<file path="config.mk">
export PLATFORM = sky130hd
export DESIGN_NAME = i2c_regmap_bridge
export DESIGN_NICKNAME = d
export VERILOG_FILES = /design/src/rtl/i2c_regmap_bridge.sv
export SDC_FILE = /design/constraint.sdc
export NUM_CORES = 1
export LEC_CHECK = 0
export BUFFER_PORTS_ARGS = -buffer_cell sky130_fd_sc_hd__buf_2
export CAP_MARGIN = 20
export CORE_MARGIN = 8
export CORE_UTILIZATION = 50
export CTS_CLUSTER_SIZE = 28
export DETAILED_ROUTE_END_ITERATION = 7
export GPL_TIMING_DRIVEN = 0
export PLACE_DENSITY = 0.76
export SKIP_CTS_REPAIR_TIMING = 1
export SYNTH_ARGS = -nofsm -noshare
export SYNTH_HDL_FRONTEND = slang
export SYNTH_SLANG_ARGS = --single-unit
</file>
<file path="constraint.sdc">
create_clock -name clk -period 6 [get_ports clk]
set_input_delay 0.9 -clock clk [delete_from_list [all_inputs] [get_ports clk]]
set_output_delay 0.9 -clock clk [all_outputs]
set_load 0.01 [all_outputs]
</file>
<file path="src/rtl/i2c_regmap_bridge.sv">
// Clock-domain register file behind an SCL-clocked I2C slave: synchronizes the slave's
// regmap strobe/bus, commits control writes, serves reads. Option: I2C_REGMAP_SNAPSHOT_EN.
module i2c_regmap_bridge #(
  parameter int NUM_REGS    = 16,
  parameter int RO_BASE     = 8,
  parameter int SYNC_STAGES = 2
) (
  input  logic                            clk,
  input  logic                            rst,
  input  logic [7:0]                      i2c_addr,
  input  logic [7:0]                      i2c_wdata,
  input  logic                            i2c_wr_pulse,
  input  logic                            i2c_active,
  output logic [7:0]                      i2c_rdata,
  output logic [8*RO_BASE-1:0]            ctrl_regs,
  input  logic [8*(NUM_REGS-RO_BASE)-1:0] status_in,
  output logic                            reg_wr_strobe,
  output logic [7:0]                      reg_wr_addr,
  output logic                            err_flag,
  input  logic                            err_clr
);
  localparam int         NUM_STAT = NUM_REGS - RO_BASE;
  localparam logic [8:0] RO_LIM   = 9'(RO_BASE);

  typedef enum logic [1:0] {W_IDLE, W_COMMIT, W_HOLD} wstate_t;
  wstate_t state, state_nxt;

  logic [SYNC_STAGES-1:0] wr_sync, act_sync;
  logic [7:0]             addr_sync  [SYNC_STAGES];
  logic [7:0]             wdata_sync [SYNC_STAGES];
  logic                   wr_p1, act_p1;
  logic [7:0]             addr_p1, wdata_p1, addr_q, wdata_q;
  logic                   wr_p0, act_p0, wr_rise, act_rise;
  logic [7:0]             addr_p0, wdata_p0;
  logic                   addr_ok, wdata_ok;
  logic                   commit_wr, commit_err;
  logic [7:0]             rdata_nxt;
  logic [8*NUM_STAT-1:0]  stat_src;

  assign wr_p0    = wr_sync[SYNC_STAGES-1];
  assign act_p0   = act_sync[SYNC_STAGES-1];
  assign addr_p0  = addr_sync[SYNC_STAGES-1];
  assign wdata_p0 = wdata_sync[SYNC_STAGES-1];
  assign wr_rise  = wr_p0 & ~wr_p1;
  assign act_rise = act_p0 & ~act_p1;
  // A multi-bit value is trusted only once two consecutive synced samples agree
  assign addr_ok  = (addr_p0 == addr_p1);
  assign wdata_ok = (wdata_p0 == wdata_p1);

  // Stage: synchronizers, edge-detect history, stable-qualified bus capture
  always_ff @(posedge clk or posedge rst) begin
    if (rst) begin
      wr_sync  <= '0;
      act_sync <= '0;
      for (int i = 0; i < SYNC_STAGES; i++) begin
        addr_sync[i]  <= '0;
        wdata_sync[i] <= '0;
      end
      wr_p1    <= 1'b0;
      act_p1   <= 1'b0;
      addr_p1  <= '0;
      wdata_p1 <= '0;
      addr_q   <= '0;
      wdata_q  <= '0;
    end else begin
      wr_sync       <= {wr_sync[SYNC_STAGES-2:0], i2c_wr_pulse};
      act_sync      <= {act_sync[SYNC_STAGES-2:0], i2c_active};
      addr_sync[0]  <= i2c_addr;
      wdata_sync[0] <= i2c_wdata;
      for (int i = 1; i < SYNC_STAGES; i++) begin
        addr_sync[i]  <= addr_sync[i-1];
        wdata_sync[i] <= wdata_sync[i-1];
      end
      wr_p1    <= wr_p0;
      act_p1   <= act_p0;
      addr_p1  <= addr_p0;
      wdata_p1 <= wdata_p0;
      if (addr_ok)  addr_q  <= addr_p0;
      if (wdata_ok) wdata_q <= wdata_p0;
    end
  end

  always_comb begin
    state_nxt  = state;
    commit_wr  = 1'b0;
    commit_err = 1'b0;
    case (state)
      W_IDLE:   if (wr_rise) state_nxt = W_COMMIT;
      W_COMMIT: begin
        // Anything at or above RO_BASE (status or out of range) is an illegal write
        if ({1'b0, addr_q} < RO_LIM) commit_wr  = 1'b1;
        else                         commit_err = 1'b1;
        state_nxt = W_HOLD;
      end
      W_HOLD:   if (!wr_p0) state_nxt = W_IDLE;
      default:  state_nxt = W_IDLE;
    endcase
  end

  // Stage: write commit and error flag
  always_ff @(posedge clk or posedge rst) begin
    if (rst) begin
      state         <= W_IDLE;
      ctrl_regs     <= '0;
      reg_wr_strobe <= 1'b0;
      reg_wr_addr   <= '0;
      err_flag      <= 1'b0;
    end else begin
      state         <= state_nxt;
      reg_wr_strobe <= commit_wr;
      if (commit_wr) reg_wr_addr <= addr_q;
      for (int k = 0; k < RO_BASE; k++)
        if (commit_wr && addr_q == 8'(k)) ctrl_regs[8*k +: 8] <= wdata_q;
      if (commit_err)   err_flag <= 1'b1;
      else if (err_clr) err_flag <= 1'b0;
    end
  end

`ifdef I2C_REGMAP_SNAPSHOT_EN
  logic [8*NUM_STAT-1:0] shadow;
  always_ff @(posedge clk or posedge rst) begin
    if (rst)           shadow <= '0;
    else if (act_rise) shadow <= status_in;
  end
  assign stat_src = shadow;
`else
  logic unused_act;
  assign unused_act = act_rise;
  assign stat_src   = status_in;
`endif

  always_comb begin
    rdata_nxt = 8'hFF;
    for (int k = 0; k < RO_BASE; k++)
      if (addr_p0 == 8'(k)) rdata_nxt = ctrl_regs[8*k +: 8];
    for (int j = 0; j < NUM_STAT; j++)
      if ({1'b0, addr_p0} == 9'(RO_BASE + j)) rdata_nxt = stat_src[8*j +: 8];
  end

  // Stage: registered read data, held while the address is unsettled
  always_ff @(posedge clk or posedge rst) begin
    if (rst)          i2c_rdata <= 8'hFF;
    else if (addr_ok) i2c_rdata <= rdata_nxt;
  end
endmodule

</file>
**Word-level counts from Yosys, hierarchy flattened**

Cells that the tools add are included.

- Register bits: 151
- Word-level logic and storage cells: 92
- Output and inout port bits: 82
- Input bits: 85

- Mux-type cells: 25
- Bitwise logic cells: 2
- $lt $le $gt $ge: 1
- Reductions and logical operators: 13
- Equality and inequality tests: 28

Operator list:

| operator | count |
|---|---|
| 8-bit two-way mux | 16 |
| 8-bit by 3-bit equality test with 1-bit output (second input constant) | 8 |
| 8-bit by 4-bit equality test with 1-bit output (second input constant) | 8 |
| 8-bit by 2-bit equality test with 1-bit output (second input constant) | 4 |
| 8-bit by 1-bit equality test with 1-bit output (second input constant) | 2 |
| 8-bit equality test | 2 |
| 8-bit zero test | 2 |
| 1-bit logical AND | 8 |
| 8-bit by 4-bit < comparator with 1-bit output (second input constant) | 1 |
| 1-bit two-way mux | 6 |
| 2-bit case mux with 3 select lines | 1 |
| 2-bit two-way mux | 2 |
| 2-bit != test (second input constant) | 2 |
| 2-bit by 1-bit equality test with 1-bit output (second input constant) | 1 |
| 2-bit equality test (second input constant) | 1 |
| 2-bit zero test | 1 |
| 2-bit AND reduction | 1 |
| 2-bit nonzero test | 1 |
| 1-bit bitwise AND | 1 |
| 1-bit NOT | 1 |

**Logic depth before layout (Yosys ltp)**

Gate-level depths: netlist (run 1).

- Depth after elaboration: 17
- Depth in mapped cells: 9
- Gate-level depth less buffers: 5

**Worst setup path before layout (run 1)**

Ideal clock, no wire load.

- Kind: reg-to-reg
- Start point: register addr_q[4]
- End point: register ctrl_regs[56]
- Path slack: 3883 ps
- Library setup time: 125 ps
- Required time: 5875 ps
- Path buffers: 1
- Clock period less this slack: 2117 ps
- Arrival time: 1993 ps
- Cell stages (with the launch flop): 7
- Cell sequence: dfrtp_1 > or4_4 > nor3_4 > nand2_1 > and4bb_2 > buf_4 > mux2_2

- Word-level cells in the longest chain between the ends: 4
- Elaborated cells between the ends (all ways): 5
- Classes of those cells: order compare (1); eq/ne (1); mux (2); reduce/logical (1)

Ends and longest elaborated chain:

| item | line | source |
|---|---|---|
| from (decl) | 32 | `logic [7:0] addr_p1, wdata_p1, addr_q, wdata_q;` |
| from (signal assigned) | 78 | `if (addr_ok) addr_q <= addr_p0;` |
| 8-bit by 4-bit < comparator with 1-bit output | 91 | `if ({1'b0, addr_q} < RO_LIM) commit_wr = 1'b1;` |
| 1-bit two-way mux | 91 |  |
| 1-bit two-way mux | 87 | `case (state)` |
| 1-bit logical AND * | 113 | `if (commit_wr && addr_q == 8'(k)) ctrl_regs[8*k +: 8] <= wdata_q;` |
| to (signal, indexed assignment) | 113 |  |
| to (decl) | 15 | `output logic [8*RO_BASE-1:0] ctrl_regs,` |

Every way passes the cells marked *; elsewhere a longest branch is shown, timed or not.
A chain may end at the register's enable or synchronous reset.

**Worst setup path in the final report (run 1)**

- Start point: register addr_sync (netlist bit addr_p0[4])
- End point: register i2c_rdata[3]

- Word-level cells in the longest chain between the ends: 17
- Elaborated cells between the ends (all ways): 33
- Classes of those cells: eq/ne (16); mux (16); reduce/logical (1)

Ends and longest elaborated chain:

| item | line | source |
|---|---|---|
| from (decl) | 29 | `logic [7:0] addr_sync [SYNC_STAGES];` |
| from (signal, indexed assignment) | 71 | `addr_sync[i] <= addr_sync[i-1];` |
| 8-bit zero test | 135 | `if (addr_p0 == 8'(k)) rdata_nxt = ctrl_regs[8*k +: 8];` |
| 8-bit two-way mux (8 in series) | 135 |  |
| 8-bit two-way mux (8 in series) | 137 | `if ({1'b0, addr_p0} == 9'(RO_BASE + j)) rdata_nxt = stat_src[8*j +: 8];` |
| to (signal assigned) | 143 | `else if (addr_ok) i2c_rdata <= rdata_nxt;` |
| to (decl) | 14 | `output logic [7:0] i2c_rdata,` |

Parallel ways exist; a longest one is shown, timed or not.

==> impl_metrics.json, run 1 <==
{
  "wl_mm": 20.99,
  "top_register": "ctrl_regs",
  "rsz0062_at_grt": "false",
  "synth_edf_count": 0,
  "dp_slack_ns": 3.517,
  "cts_num_sinks": 151,
  "finalWorstSetupSlack_ns": 3.369,
  "slew_headroom": 0.5126,
  "fmax_mhz": 380.1,
  "synth_top_area_frac": 0.5265,
  "grt_first_pass_wirelength_mm": 32.39,
  "antenna_found_initial": 2,
  "track_usage": 0.2402,
  "grt_max_degree": 81,
  "portBuffers": 165,
  "cellPowerDensity_nw_per_um2": 306.4,
  "required_ns": 6.34,
  "yosysWarnings": 0,
  "finalPower_mw": 2.597,
  "cts_tree": "done",
  "syn_area_per_cell_sq_um": 12.36,
  "hold_viol_final": 0,
  "root_buffer": "clkbuf_16",
  "netlist.top_cell.by_area": "dfrtp_1",
  "syn_nets": 635,
  "maxSlewViolCount": 0,
  "synthTopCellsByArea": "dfrtp_1 (53%), mux2_2 (14%), dfstp_2 (3.1%)",
  "min_path_type": "reg -> reg",
  "crit_fanout": 10,
  "drt-pass1-iter-count": 8,
  "num_vias": 5365,
  "cts_buffer_depth": 2,
  "postSynth.asyncResetShare": 1.000,
  "synthDistinctLibCells": 66,
  "fin_skew_ns": 0.007369,
  "dieWidth_um": 132.6,
  "status": "completed",
  "peakVddDrop_v": 0.0003892,
  "largest_reg_flops": 64,
  "tightestPinTransition_ns": 0.7311,
  "start_kind": "flop",
  "syn_inst": 550,
  "netlist_area_sq_um": 6797,
  "leakagePower_nw": 4.286,
  "finalSetupViolCount": 0,
  "ioPinCount": 167,
  "fin_cells": 926,
  "period_needed_ns": 2.631,
  "synthFlopType": "dfrtp_1",
  "period_share": 0.4385,
  "clock_latency_ns": 0.43,
  "grt_pass1_vias": 5730,
  "htree_levels": 4,
  "drc": 0,
  "fin_util": 0.6400,
  "synth.ff_latch_count": 151,
  "die_y_um": 132.6,
  "seq_area_frac_synth": 0.5574,
  "ant_nets": 0,
  "drv_cap": 0,
  "hpwl_mm": 15.25,
  "start_util": 0.5132,
  "wl_per_cell_um": 22.66,
  "drtIter0Drc": 688,
  "grt_overflow": 0,
  "area_growth_pct": 24.71,
  "die_area_sq_um": 17580,
  "crit_type": "reg -> reg",
  "gp_congestion": 0.9820,
  "layout.nets": 820,
  "drive_gt1_frac": 0.4412,
  "clkTransAtPathRegs_ns": 0.06,
  "vias_per_cell": 5.794,
  "crit_arrival_ns": 2.97,
  "core.rowCount": 42,
  "cts_buffers": 17,
  "dpl.cell_count": 892,
  "core-area_sq_um": 13240,
  "timing.hold.ws_ns": 0.3472,
  "worstSetupEndpointType": "flop"
}
==> report_power, final <==
group          total [mW]  internal [mW]  switching [mW]  leakage [nW]
sequential           1.17           1.11          0.0657          1.95
clock                1.08          0.666           0.417         0.296
combinational       0.343          0.145           0.197          2.04
total                2.60           1.92           0.680          4.29
==> kinds of logic (layout without fill, tap and decap cells) <==
| kind of cell | count (synthesis) | count (layout) | share of synthesized area |
|---|---|---|---|
| buffers and inverters | 48 | 246 | 0.03056 |
| and+or+nand+nor | 136 | 136 | 0.1162 |
| AOI/OAI and AO/OA | 89 | 89 | 0.08800 |
| other | 0 | 2 | 0 |
| xor gates and xnor gates | 16 | 16 | 0.02062 |
| muxes | 110 | 110 | 0.1872 |
| DFF | 151 | 151 | 0.5574 |
==> final cells by class <==
class,instances,area [sq um]
Fill cell,1049,4767
Sequential cell,151,3789
Multi-Input combinational cell,351,2800
Timing Repair Buffer,166,853.3
Clock buffer,21,450.4
Tap cell,176,220.2
Buffer,34,155.1
Clock inverter,11,145.1
Inverter,14,57.56
Antenna cell,2,5.005
==> worst max-delay path: stages (launching register included) <==
cell and delay (ns):
dfrtp_1 0.44, nor4_2 0.65, buf_2 0.33, nor2b_1 0.48, o311ai_0 0.28, o221ai_1 0.24
a31oi_1 0.11
==> per-stage QoR <==
stage / instance area (sq um) / setup TNS [ns]
2_1_floorplan: 6797 / 0
3_3_place_gp: 7843 / -47.00
3_5_place_dp: 7875 / 0
4_1_cts: 8471 / 0
5_1_grt: 8473 / 0
6_report: 8476 / 0
==> metal layers <==
metal | up-vias | routed length, um | track usage
li1 | 2363 | - | -
met1 | 2611 | 7902 | 0.2804
met2 | 328 | 9852 | 0.3726
met3 | 61 | 2466 | 0.1101
met4 | 2 | 757 | 0.1073
met5 | - | 8 | 0
==> path summary, 6_finish.rpt <==
kind                                          start                  endpoint  slack, ns  cells past startpoint
max reg2reg                    addr_p0[4]$_DFF_PP0_  i2c_rdata[3]$_DFFE_PP1N_       3.37                      6
min in group asynchronous                       rst  ctrl_regs[6]$_DFFE_PP0P_       0.60                      2
max in group asynchronous                       rst     wdata_p1[4]$_DFF_PP0_       4.60                      3
min reg2reg                wdata_sync[11]$_DFF_PP0_     wdata_p0[3]$_DFF_PP0_       0.35                      0
max                            addr_p0[4]$_DFF_PP0_  i2c_rdata[3]$_DFFE_PP1N_       3.37                      6
min                        wdata_sync[11]$_DFF_PP0_     wdata_p0[3]$_DFF_PP0_       0.35                      0
==> synth_stat cells (all sizes together), types with 6 or more instances <==
cell type,count
nor2,18
xnor2,8
nand4,10
mux2i,18
nand2b,8
xor2,8
nor2b,11
inv,14
a21oi,18
dfrtp,143
o22ai,12
o21ai,16
nand3,11
mux2,87
buf,21
nand2,44
o221ai,6
dfstp,8
nor3,8
clkbuf,13
==> layout by cell type, fill, tap and decap left out, types with 4 or more instances in the layout <==
cell,count
nor3_1,7
nor2b_1,11
mux2i_1,18
dfstp_2,8
o22ai_1,12
clkbuf_16,17
o221ai_1,6
inv_1,13
inv_6,4
and3_1,4
nand2b_1,8
clkbuf_1,16
clkinv_2,4
mux4_2,5
nand2_1,43
o21ai_0,16
xnor2_1,8
dfrtp_1,143
buf_2,181
xor2_1,8
nand3_1,8
mux2_2,87
o31ai_1,4
nand4_1,8
nor2_1,18
a21oi_1,18
(Power assumes the default switching activity.)
==> inputs of run 2 (changes only) <==
- CORE_UTILIZATION: 50 -> 48
- clock period: 6 -> 2.15 ns (I/O delays scaled with it)
==> run 2 against run 1 <==
The run now ends with negative setup slack left. Utilization down 0.11 points. Die area up 3.7%. Sequential cell count unchanged. Total power rose to 2.8 times the previous value. Via count up 0.60%. Register-to-register slack worse by 3.5 ns. Non-clock buffer count up 21. Clock power rose to 2.9 times the previous value. Critical path type unchanged. Largest cell class unchanged. Largest power group unchanged.
==> impl_metrics.json, run 2 (same netlist as run 1, synthesis figures left out) <==
{
  "crit_type": "reg -> reg",
  "drtIter0Drc": 336,
  "clock_latency_ns": 0.43,
  "maxSlewViolCount": 0,
  "crit_slowest_cell": "or4_4",
  "largest_reg_flops": 64,
  "layout.nets": 841,
  "start_util": 0.4896,
  "num_vias": 5397,
  "hpwl_mm": 15.84,
  "crit_fanout": 8,
  "mostFrequentLayoutCells": "buf_2 (171), dfrtp_1 (142), mux2_2 (79)",
  "cellPowerDensity_nw_per_um2": 831.4,
  "drc": 0,
  "worstSetupEndpointType": "flop",
  "grt_first_pass_wirelength_mm": 33.24,
  "failed_checks": "negative setup slack",
  "antenna_found_initial": 0,
  "fin_cells": 949,
  "min_path_type": "in -> reg",
  "cp_slowest_stage_delay_ns": 0.58,
  "dpl.cell_count": 898,
  "mostFrequentLayoutCell": "buf_2",
  "cts_buffer_depth": 2,
  "hold_path_depth": 1,
  "required_ns": 2.46,
  "area_growth_pct": 30.49,
  "antennaDiodeCount": 0,
  "htree_levels": 4,
  "slew_headroom": 0.4736,
  "wl_mm": 21.79,
  "hold_viol_final": 0,
  "ff2ff_setup_slack_ns": -0.14,
  "final_design_area_no_fill_sq_um": 8869,
  "tightestPinTransition_ns": 0.7879,
  "wl_per_cell_um": 22.96,
  "die_y_um": 135.0,
  "status": "finished with violations",
  "reg2regPathDepth": 4,
  "drv_cap": 0,
  "cts_tree": "done",
  "core.rowCount": 43,
  "drive_gt1_frac": 0.4616,
  "core-area_sq_um": 13880,
  "gp_congestion": 0.9062,
  "peakVddDrop_v": 0.001053,
  "setup_tns_ns": -1.858,
  "grt_pass1_vias": 5737,
  "clkTransAtPathRegs_ns": 0.06,
  "grt_max_degree": 47,
  "leakagePower_nw": 4.436,
  "ioPinCount": 167,
  "ant_nets": 0,
  "drt-pass1-iter-count": 5,
  "grt_overflow": 0,
  "dieWidth_um": 135.0,
  "start_kind": "flop",
  "track_usage": 0.2416,
  "root_buffer": "clkbuf_16",
  "portBuffers": 165,
  "die_area_sq_um": 18220,
  "fmax_mhz": 436.4,
  "cts_buffers": 17,
  "cts_num_sinks": 151,
  "timing.hold.ws_ns": 0.007533,
  "fin_skew_ns": 0.006180,
  "placed_area_sq_um": 7911,
  "period_needed_ns": 2.291,
  "top_register": "ctrl_regs",
  "crit_arrival_ns": 2.60,
  "period_share": 1.066,
  "path_cells": "or4_4 > nor3_4 > nand4_2 > mux2_2",
  "finalSetupViolCount": 32,
  "vias_per_cell": 5.687,
  "rsz0062_at_grt": "true",
  "finalWorstSetupSlack_ns": -0.1412
}
## run 2: final timing paths
path,end,startpoint
worst max-delay path,ctrl_regs[24]$_DFFE_PP0P_,addr_q[6]$_DFFE_PP0N_
worst min-delay path,addr_sync[10]$_DFF_PP0_,i2c_addr[2]
worst max register to register,ctrl_regs[24]$_DFFE_PP0P_,addr_q[6]$_DFFE_PP0N_
worst min register to register,wdata_p0[6]$_DFF_PP0_,wdata_sync[14]$_DFF_PP0_
max in group asynchronous,i2c_rdata[1]$_DFFE_PP1N_,rst
min in group asynchronous,wdata_q[1]$_DFFE_PP0N_,rst
## run 2: worst max-delay path: cells and delay by family (launching register included)
kind,cells,cell delay (ns)
DFF,1,0.38
muxes,1,0.47
and+or+nand+nor,3,1.31
## run 2: power by group
group	internal [mW]	total [mW]	switching, mW
sequential	3.08	3.27	0.191
clock	1.76	3.08	1.32
combinational	0.451	1.02	0.569
## run 2: per-stage QoR
stage          utilization  total power, mW  worst slack (ns)
3_5_place_dp        0.5699            4.272           -0.4294
3_3_place_gp        0.5656            4.218           -0.8457
5_1_grt             0.6389            7.668           -0.1567
6_report            0.6389            7.373           -0.1412
2_1_floorplan            -            3.839          -0.06892
4_1_cts             0.6140            7.353           -0.4521
## run 2: final cells by class
| type | instances | area, sq um |
|---|---|---|
| fillers | 1067 | 5012 |
| repair buffers | 188 | 1074 |
| clock buffers | 17 | 425.4 |
| clock inverters | 15 | 186.4 |
| multi-input cells | 351 | 2902 |
| flip-flops and latches | 151 | 3790 |
| plain buffers | 33 | 210.2 |
| inverters | 14 | 56.30 |
| well taps | 180 | 225.2 |
## run 2: metal layers
layer	share of wire	track usage	up-vias
met5	0	0	-
met3	0.080	0.06984	33
met1	0.41	0.3075	2728
met4	0.020	0.09624	0
met2	0.48	0.3799	230
li1	-	-	2406
==> inputs of run 3 (changes only) <==
- CELL_PAD_IN_SITES_DETAIL_PLACEMENT: default -> 0
- CELL_PAD_IN_SITES_GLOBAL_PLACEMENT: default -> 1
- CORE_UTILIZATION: 48 -> 38
- PLACE_DENSITY: 0.76 -> default
- PLACE_DENSITY_LB_ADDON: default -> 0.1
==> run 3 against run 2 <==
The run still ends with negative setup slack left. Clock power is 4% lower. Setup slack better by 0.069 ns. Sequential cell count stayed put. First-iteration DRC count is 18% lower. Global-route usage is 4.1 points lower. Final area is 1.1% higher. Non-clock buffer count is 3 higher. Critical path type unchanged.
==> impl_metrics.json, run 3 (same netlist as run 1, synthesis figures left out) <==
{
  "status": "finished with violations",
  "failed_checks": "negative setup slack",
  "drv_cap": 0,
  "num_vias": 5362,
  "period_share": 1.034,
  "portBuffers": 165,
  "p_int_mw": 5.103,
  "fin_util": 0.5044,
  "wl_per_cell_um": 22.53,
  "fmax_mhz": 449.9,
  "dpl.cell_count": 947,
  "grt_max_degree": 44,
  "vias_per_cell": 5.357,
  "core-area_sq_um": 17780,
  "peakVddDrop_v": 0.0005294,
  "maxSlewViolCount": 0,
  "cts_buffers": 17,
  "pwr-share-seq": 0.450,
  "setup_tns_ns": -1.255,
  "crit_fanout": 8,
  "drc": 0,
  "ant_nets": 0,
  "clkPwrFrac": 0.409,
  "worstSetupEndpointType": "flop",
  "clkTransAtPathRegs_ns": 0.07,
  "dieWidth_um": 149.7,
  "drive_gt1_frac": 0.4650,
  "core.rowCount": 49,
  "cts_tree": "done",
  "required_ns": 2.46,
  "p_switching_mw": 2.145,
  "crit_arrival_ns": 2.53,
  "die_area_sq_um": 22420,
  "timing.hold.ws_ns": 0.009655,
  "finalWorstSetupSlack_ns": -0.07260,
  "clock_latency_ns": 0.43,
  "period_needed_ns": 2.223,
  "mostFrequentLayoutCells": "buf_2 (170), dfrtp_1 (142), mux2_2 (78)",
  "drt-pass1-iter-count": 6,
  "ioPinCount": 167,
  "grt_pass1_vias": 5528,
  "start_kind": "flop",
  "top_register": "ctrl_regs",
  "layout.nets": 844,
  "fin_cells": 1001,
  "crit_type": "reg -> reg",
  "grt_overflow": 0,
  "wl_mm": 22.56,
  "antennaDiodeCount": 0,
  "min_path_type": "in -> async",
  "switching_share": 0.2959,
  "antenna_found_initial": 0,
  "mostFrequentLayoutCell": "buf_2",
  "htree_levels": 4,
  "fin_skew_ns": 0.007888,
  "nFillCells": 1649,
  "drtIter0Drc": 276,
  "cts_buffer_depth": 2,
  "root_buffer": "clkbuf_16",
  "slew_headroom": 0.5103,
  "start_util": 0.3823,
  "area_growth_pct": 31.96,
  "die_y_um": 149.7,
  "leakagePower_nw": 4.450,
  "finalPower_mw": 7.248,
  "cellPowerDensity_nw_per_um2": 808.2,
  "grt_first_pass_wirelength_mm": 33.38,
  "gp_congestion": 0.8561,
  "finalSetupViolCount": 25,
  "combPwrFrac": 0.141,
  "hpwl_mm": 16.47,
  "tightestPinTransition_ns": 0.7331,
  "largest_reg_flops": 64,
  "track_usage": 0.2008,
  "rsz0062_at_grt": "true",
  "hold_viol_final": 0,
  "cts_num_sinks": 151
}
## run 3: critical path, stage by stage (launching register included)
cell and delay, ns:
dfrtp_1 0.38, or4_4 0.58, nor3_4 0.23, nand2_1 0.10, and4bb_2 0.34, buf_12 0.16, mux2_4 0.30
## run 3: power by group through the flow
stage | combinational, mW | clock [mW] | sequential (mW)
final | 1.02 | 2.96 | 3.26
after global placement | 0.932 | 0 | 3.31
after detailed placement | 0.963 | 0 | 3.31
after floorplan | 0.520 | 0 | 3.32
after CTS | 0.966 | 3.02 | 3.26
after global routing | 1.11 | 3.16 | 3.30
## run 3: metrics by stage
stage | setup slack (ns) | instance area, sq um
4_1_cts | -0.5920 | 8569
3_3_place_gp | -0.9487 | 7913
3_5_place_dp | -0.5840 | 7973
2_1_floorplan | -0.06892 | 6800
6_report | -0.07260 | 8969
5_1_grt | -0.1388 | 8969
## run 3: cell type report
class	instances	area, sq um	share of cell area
clock inverter	15	171.4	0.01911
sequential	151	3790	0.4226
buffer	33	226.5	0.02525
clock buffer	17	425.4	0.04743
tap	229	286.5	0.03195
inverter	14	56.30	0.006278
timing repair buffer	191	1105	0.1232
multi-input combinational	351	2908	0.3242
## run 3: path summary, 6_finish.rpt
path                                       startpoint                          to  slack (ns)  depth (start not counted)
worst max-delay path            addr_q[7]$_DFFE_PP0N_   ctrl_regs[57]$_DFFE_PP0P_       -0.07                          6
worst min-delay path                              rst  reg_wr_addr[7]$_DFFE_PP0P_        0.01                          2
worst max register to register  addr_q[7]$_DFFE_PP0N_   ctrl_regs[57]$_DFFE_PP0P_       -0.07                          6
worst min register to register   wr_sync[0]$_DFF_PP0_        wr_sync[1]$_DFF_PP0_        0.35                          0
max in group asynchronous                         rst    i2c_rdata[4]$_DFFE_PP1N_        1.41                          3
min in group clk                              err_clr        err_flag$_DFFE_PP0P_        0.08                          2
## run 3: metal layers
layer	global-route usage	vias up	wire length, um
met4	0.05347	0	283
li1	-	2427	-
met5	0	-	0
met2	0.3241	212	10910
met3	0.05594	16	1483
met1	0.2607	2707	9878
